--- config.mk ---
export PLATFORM = sky130hd
export DESIGN_NAME = mux_scan_ctrl
export DESIGN_NICKNAME = d
export VERILOG_FILES = /design/src/rtl/mux_scan_pkg.sv /design/src/rtl/settle_timer.sv /design/src/rtl/mux_scan_ctrl.sv
export SDC_FILE = /design/constraint.sdc
export NUM_CORES = 1
export LEC_CHECK = 0
export CAP_MARGIN = 20
export CORE_ASPECT_RATIO = 0.6
export CORE_MARGIN = 2
export CORE_UTILIZATION = 30
export DETAILED_ROUTE_END_ITERATION = 8
export DONT_BUFFER_PORTS = 1
export HOLD_SLACK_MARGIN = 0.06
export RECOVER_POWER = 50
export SYNTH_ARGS = -nofsm -noshare
export SYNTH_HDL_FRONTEND = slang
export SYNTH_SLANG_ARGS = --single-unit
--- constraint.sdc ---
create_clock -name clk -period 1.5 [get_ports clk]
set_input_delay 0.3 -clock clk [delete_from_list [all_inputs] [get_ports clk]]
set_output_delay 0.3 -clock clk [all_outputs]
set_load 0.005 [all_outputs]
--- src/rtl/mux_scan_pkg.sv ---
// mux_scan_pkg: shared constants for the mux scan controller.
//   State encodings, channel count and field widths used by mux_scan_ctrl and settle_timer.
package mux_scan_pkg;

  localparam int unsigned CH_COUNT = 8;
  localparam int unsigned SEL_W    = 3;
  localparam int unsigned CNT_W    = 4;

  typedef logic [1:0] state_t;

  localparam state_t ST_IDLE   = 2'd0;
  localparam state_t ST_SETTLE = 2'd1;
  localparam state_t ST_SAMPLE = 2'd2;
  localparam state_t ST_HOLD   = 2'd3;

endpackage

--- src/rtl/settle_timer.sv ---
// settle_timer: loadable down counter that times the settle interval after each sel change.
//   clk      rising-edge clock
//   rst      asynchronous active-high reset (count cleared)
//   load     load count with load_val (has priority over dec)
//   load_val value to load
//   dec      decrement by one (saturates at zero)
//   done     last settle cycle: the count is at one (or zero)
module settle_timer
  import mux_scan_pkg::*;
(
  input  logic             clk,
  input  logic             rst,
  input  logic             load,
  input  logic [CNT_W-1:0] load_val,
  input  logic             dec,
  output logic             done
);

  logic [CNT_W-1:0] cnt_q;

  always_ff @(posedge clk or posedge rst) begin
    if (rst) begin
      cnt_q <= '0;
    end else if (load) begin
      cnt_q <= load_val;
    end else if (dec && (cnt_q != '0)) begin
      cnt_q <= cnt_q - CNT_W'(1);
    end
  end

  // Loaded with SETTLE, so the cycle where the count reads one is the last settle cycle.
  assign done = (cnt_q <= CNT_W'(1));

endmodule

--- src/rtl/mux_scan_ctrl.sv ---
// mux_scan_ctrl: steps an external 8-to-1 multiplexer through all channels, waits SETTLE
// cycles after each select change, samples the mux output and presents the assembled byte
// with a valid/ready handshake.
//   clk     rising-edge clock
//   rst     asynchronous active-high reset
//   start   request one scan (only honoured in IDLE)
//   busy    scan in progress (decoded from state)
//   sel     multiplexer channel select
//   mux_in  multiplexer output
//   data    assembled scan, bit i sampled with sel==i
//   valid   data holds a complete scan
//   ready   consumer accepts data on valid&ready
//   parity  even parity of data (only when MUX_SCAN_PARITY_EN is defined)
// Build option: define MUX_SCAN_PARITY_EN to add the parity output.
module mux_scan_ctrl
  import mux_scan_pkg::*;
#(
  parameter int unsigned SETTLE = 1
) (
  input  logic                clk,
  input  logic                rst,
  input  logic                start,
  output logic                busy,
  output logic [SEL_W-1:0]    sel,
  input  logic                mux_in,
  output logic [CH_COUNT-1:0] data,
  output logic                valid,
  input  logic                ready
`ifdef MUX_SCAN_PARITY_EN
  ,
  output logic                parity
`endif
);

  // With no settle time the controller goes straight from a sel change to sampling.
  localparam state_t AfterSel = (SETTLE == 0) ? ST_SAMPLE : ST_SETTLE;
  localparam logic [SEL_W-1:0] LastCh = SEL_W'(CH_COUNT - 1);

  state_t              state_q, state_d;
  logic [SEL_W-1:0]    sel_q, sel_d;
  logic [CH_COUNT-1:0] data_q, data_d;
  logic                valid_q, valid_d;
  logic                tmr_load, tmr_dec, tmr_done;

  settle_timer u_settle_timer (
    .clk      (clk),
    .rst      (rst),
    .load     (tmr_load),
    .load_val (CNT_W'(SETTLE)),
    .dec      (tmr_dec),
    .done     (tmr_done)
  );

  always_comb begin
    state_d  = state_q;
    sel_d    = sel_q;
    data_d   = data_q;
    valid_d  = valid_q;
    tmr_load = 1'b0;
    tmr_dec  = 1'b0;
    case (state_q)
      ST_IDLE: begin
        if (start) begin
          sel_d    = '0;
          tmr_load = 1'b1;
          state_d  = AfterSel;
        end
      end
      ST_SETTLE: begin
        tmr_dec = 1'b1;
        if (tmr_done) state_d = ST_SAMPLE;
      end
      ST_SAMPLE: begin
        data_d[sel_q] = mux_in;
        if (sel_q == LastCh) begin
          valid_d = 1'b1;
          state_d = ST_HOLD;
        end else begin
          sel_d    = sel_q + SEL_W'(1);
          tmr_load = 1'b1;
          state_d  = AfterSel;
        end
      end
      ST_HOLD: begin
        // A start arriving together with the accept is dropped; a new scan needs IDLE.
        if (ready) begin
          valid_d = 1'b0;
          sel_d   = '0;
          state_d = ST_IDLE;
        end
      end
      default: state_d = ST_IDLE;
    endcase
  end

  always_ff @(posedge clk or posedge rst) begin
    if (rst) begin
      state_q <= ST_IDLE;
      sel_q   <= '0;
      data_q  <= '0;
      valid_q <= 1'b0;
    end else begin
      state_q <= state_d;
      sel_q   <= sel_d;
      data_q  <= data_d;
      valid_q <= valid_d;
    end
  end

  assign busy  = (state_q == ST_SETTLE) || (state_q == ST_SAMPLE);
  assign sel   = sel_q;
  assign data  = data_q;
  assign valid = valid_q;

`ifdef MUX_SCAN_PARITY_EN
  logic parity_q;

  // Captured from the completed byte on the edge valid rises, then held through HOLD.
  always_ff @(posedge clk or posedge rst) begin
    if (rst) begin
      parity_q <= 1'b0;
    end else if (valid_d && !valid_q) begin
      parity_q <= ^data_d;
    end
  end

  assign parity = parity_q;
`endif

endmodule

==> impl_results.md <==
* Relative max-transition margin at 69.09%
* Number of cells produced by synthesis at 100
* Number of input and output port buffers inserted at 0
* Number of iterations in the first detailed-routing pass at 4
* Run status: complete, no violations
* Placement row count at 16
* Global-route congestion overflow total at 0
* Share of flip-flops with an asynchronous set or reset after synthesis at 100.0%
* Sinks on Clock Net at 18
* Clock Pin Slew Worst Setup and Hold Paths at 0.07 ns
* Finish-stage setup viols at 0
* R2r startpoint: u_settle_timer.cnt_q[1]
* Residual DRC at 0
* Post-Syn Area at 1031 µm²
* Power density of the placed cells at 1734 nW/µm²
* Reg-to-reg critical path endpoint: u_settle_timer.cnt_q[2]
* Number of placed instances with taps included at 153
* Top FF cell, synth: sky130_fd_sc_hd__dfrtp_1
* CP cell instances: inv_2 > ha_1 > or3b_4 > nand3_2 > xor2_1 > nor2_1
* Total GRT Usage at 11.51%
* Post-placement setup slack at 0.006492 ns
* Last weighted congestion value of the routability-driven placer at 0.7205
* Source-to-sink clock delay at the later pin of the worst-skew pair at 0.25 ns
* Placeable core area at between 3000 and 4000 µm²
* Layout Cells excl Fill at 158
* Final total power at 2.219 mW
* Slack of the worst reg-to-reg path at 0.06 ns
* TritonCTS buffer count at 3
* Clock share of power at 15.1%
* Post-synth cell types at 30
* Net count reported at finish at 130
* Switching power of the nets at 845.1 µW
* Wire length of the first global-routing pass at 3560 µm
* Transition time at the pin with the least slew margin at 0.4636 ns
* Worst IR drop on VDD at 0.5617 mV
* Hold violation count in the final report at 0
* EDFF count, synth at 0
* Worst clock skew at about 0.0023 ns
* Worst setup path startpoint: u_settle_timer.cnt_q[1]
* Worst stage delay on the critical path at 0.41 ns
* Overall die height at 49.41 µm
* Antenna viol nets, final at 0
* Register bit count reported by yosys at 18
* End point of the worst hold path: data[0]
* CP bufs+invs at 1
* Area added between synthesis and finish at 24.15%
* Worst Path Required at 1.64 ns
* Leakage power figure at about 0.57 nW
* Die W at roughly 80 µm
* Share of the cycle needed by the critical path after routing at roughly 96%
* Type of the worst setup path: flip-flop to flip-flop
* Worst r2r path cells at 6
* H-tree depth at 1
* Total of warnings raised by yosys at 0
* Maximum clock frequency at 693.0 MHz
* Clock tree root driver cell: sky130_fd_sc_hd__clkbuf_8
* # IOs at 18
* Initial core utilization at 31.60%
* Via count of the first global-routing pass at 724
* Antenna violations before repair at 0
* Hold wc startpoint: mux_in
* Die area at 3937 µm²
* Count of filler cells inserted in the layout at 319
* Count of inserted antenna diode cells at 0
* Via count of the routed design at a little under 800
* Proportion of total power due to net switching at 38.08%
* Average via count per standard cell at roughly 5
* Cell depth of the worst hold path at 1
* Number of maximum-capacitance violations at 0
* Number of max-slew violations in the final report at 0
* Peak fanout along the critical path at 6
* Relative contribution of sequential cells to total power at 34.5%
* Worst setup EP type: flip-flop
* Largest net degree at the start of global routing at 19
* Share of the yosys chip area belonging to registers at between 40% and 50%
* Wire length per cell after detailed routing at 13.46 µm
* Number of DRC markers after the initial detailed-route iteration at 18
* Placed wire-length estimate after detailed placement at 1597 µm
* Minimum period implied by the final worst setup slack at 1.443 ns
* Syn Nets at 115
* Critical Path Start Type: flip-flop
* Int Pwr at 1.374 mW
* Arrival time worst endpoint at 1.58 ns
* Portion of total power attributed to combinational logic at 50.4%
* Mean instance size in the synthesized netlist at 10.31 µm²
* Hold/Removal Path Class: input pin to flip-flop
* Kind of cell adding the most delay to the critical path: simple AND/OR/NAND/NOR gates
* Critical-path top delay cell: sky130_fd_sc_hd__or3b_4
* Setup slack of the critical path after layout at 0.05709 ns
* Clock Tree Buf Depth at 2
* Share of layout cells above drive strength 1 at 38.05%
* CTS tree: done
* Total length of routed wires at 2127 µm
[timing repair]
item                                   in CTS  in global routing
pin swaps                                   0                  6
hold buffers                                1                  0
setup buffers                               0                  1
endpoints found under the hold margin      18                  0
setup endpoints to repair                   4                 13
gates resized for setup                     3                 15
[state kept, by name (all words and copies together), names as in the netlist]
register	flops
data	8
sel	3
state_q	2
u_settle_timer.cnt_q	4
valid	1
[routing by layer]
layer / up-vias / track usage [%] / wire, µm
met2: 10 / 17.23 / 1000
met1: 379 / 16.40 / 1044
li1: 378 / - / -
met3: 3 / 3.333 / 73
met4: 0 / 2.586 / 9
met5: - / 0 / 0
[layout make-up]
cell class / instances / area [µm²] / area share [%]
clock buffer: 3 / 41.29 / 3.226
inverter: 8 / 30.03 / 2.346
multi-input combinational: 69 / 589.3 / 46.04
sequential: 18 / 450.4 / 35.19
tap: 45 / 56.30 / 4.399
timing repair buffer: 15 / 112.6 / 8.798
[synthesized netlist by cell type (2+ instances only)]
library cell	n	area, µm²
sky130_fd_sc_hd__a31oi_1	2	12.51
sky130_fd_sc_hd__nor3_1	2	10.01
sky130_fd_sc_hd__a21oi_1	3	15.01
sky130_fd_sc_hd__clkbuf_1	3	11.26
sky130_fd_sc_hd__mux2_2	8	90.09
sky130_fd_sc_hd__nand2_1	8	30.03
sky130_fd_sc_hd__buf_2	2	10.01
sky130_fd_sc_hd__nor3b_1	2	15.01
sky130_fd_sc_hd__nand3_1	6	30.03
sky130_fd_sc_hd__nand4b_1	2	17.52
sky130_fd_sc_hd__nor2_1	6	22.52
sky130_fd_sc_hd__o211ai_1	3	22.52
sky130_fd_sc_hd__nand2b_1	2	12.51
sky130_fd_sc_hd__xor2_1	2	17.52
sky130_fd_sc_hd__dfrtp_1	18	450.4
sky130_fd_sc_hd__inv_1	8	30.03
sky130_fd_sc_hd__ha_1	10	125.1
[cell families after synthesis]
kind of cell | share of synthesized area, %
adders and majority gates | 12.14
buffers and inverters | 4.976
DFF | 43.69
muxes | 9.709
and+or+nand+nor | 16.02
xor gates and xnor gates | 1.699
AOI/OAI and AO/OA | 11.77
[worst reg2reg max path, cell delays in order, from the launching register on]
cell and delay, ns:
sky130_fd_sc_hd__dfrtp_1 0.40, sky130_fd_sc_hd__inv_2 0.08, sky130_fd_sc_hd__ha_1 0.13, sky130_fd_sc_hd__or3b_4 0.41, sky130_fd_sc_hd__nand3_2 0.09, sky130_fd_sc_hd__xor2_1 0.17, sky130_fd_sc_hd__nor2_1 0.05
[worst max-delay path by stage]
| stage | to | slack [ns] | cells after the start |
|---|---|---|---|
| after floorplan | u_settle_timer.cnt_q[3] | 0.05 | 7 |
| after global placement | u_settle_timer.cnt_q[2] | 0.01 | 6 |
| after detailed placement | u_settle_timer.cnt_q[2] | 0.006 | 6 |
| after CTS | data[2] | 0.009 | 5 |
| after global routing | u_settle_timer.cnt_q[2] | -0.02 | 6 |
| final | u_settle_timer.cnt_q[2] | 0.06 | 6 |
[layout by cell type (no fill, tap or decap)]
cell type	count
sky130_fd_sc_hd__a22o_1	1
sky130_fd_sc_hd__nand2b_4	1
sky130_fd_sc_hd__inv_2	4
sky130_fd_sc_hd__ha_4	1
sky130_fd_sc_hd__a21oi_1	3
sky130_fd_sc_hd__ha_1	5
sky130_fd_sc_hd__a21o_1	1
sky130_fd_sc_hd__o211ai_1	3
sky130_fd_sc_hd__inv_1	4
sky130_fd_sc_hd__ha_2	4
sky130_fd_sc_hd__nor3_1	2
sky130_fd_sc_hd__dfrtp_1	18
sky130_fd_sc_hd__a22oi_1	1
sky130_fd_sc_hd__or3b_4	1
sky130_fd_sc_hd__clkbuf_8	3
sky130_fd_sc_hd__mux2_2	8
sky130_fd_sc_hd__clkbuf_2	1
sky130_fd_sc_hd__xor2_1	2
sky130_fd_sc_hd__a221o_1	1
sky130_fd_sc_hd__nand4_1	1
sky130_fd_sc_hd__nand3_1	4
sky130_fd_sc_hd__nor2b_2	1
sky130_fd_sc_hd__o31ai_2	1
sky130_fd_sc_hd__o21bai_2	1
sky130_fd_sc_hd__nor3b_2	2
sky130_fd_sc_hd__a31oi_1	2
sky130_fd_sc_hd__nand2_1	8
sky130_fd_sc_hd__nand3_2	2
sky130_fd_sc_hd__and3_1	1
sky130_fd_sc_hd__nor2_1	6
sky130_fd_sc_hd__a41o_1	1
sky130_fd_sc_hd__mux2i_1	1
sky130_fd_sc_hd__a311oi_1	1
sky130_fd_sc_hd__nand4b_1	2
sky130_fd_sc_hd__nand2b_1	1
sky130_fd_sc_hd__buf_4	13
sky130_fd_sc_hd__dlygate4sd3_1	1
[through the flow]
step / setup TNS (ns) / util [%] / instance area (µm²) / hold WS (ns)
5_1_grt: -0.02517 / 39.23 / 1280 / 0.1846
3_3_place_gp: 0 / 35.66 / 1164 / 0.2206
6_report: 0 / 39.23 / 1280 / 0.1937
3_5_place_dp: 0 / 35.66 / 1164 / 0.2282
2_1_floorplan: 0 / - / 1031 / 0.2386
4_1_cts: 0 / 37.61 / 1227 / 0.1891
[power groups by stage]
stage	clock, mW	sequential [mW]	combinational (mW)
finish	0.335	0.767	1.12
global route	0.370	0.784	1.25
CTS	0.348	0.761	1.02
detailed placement	0	0.766	0.984
global placement	0	0.758	0.962
floorplan	0	0.748	0.673
Note: power is estimated with default switching activity, not from simulation.
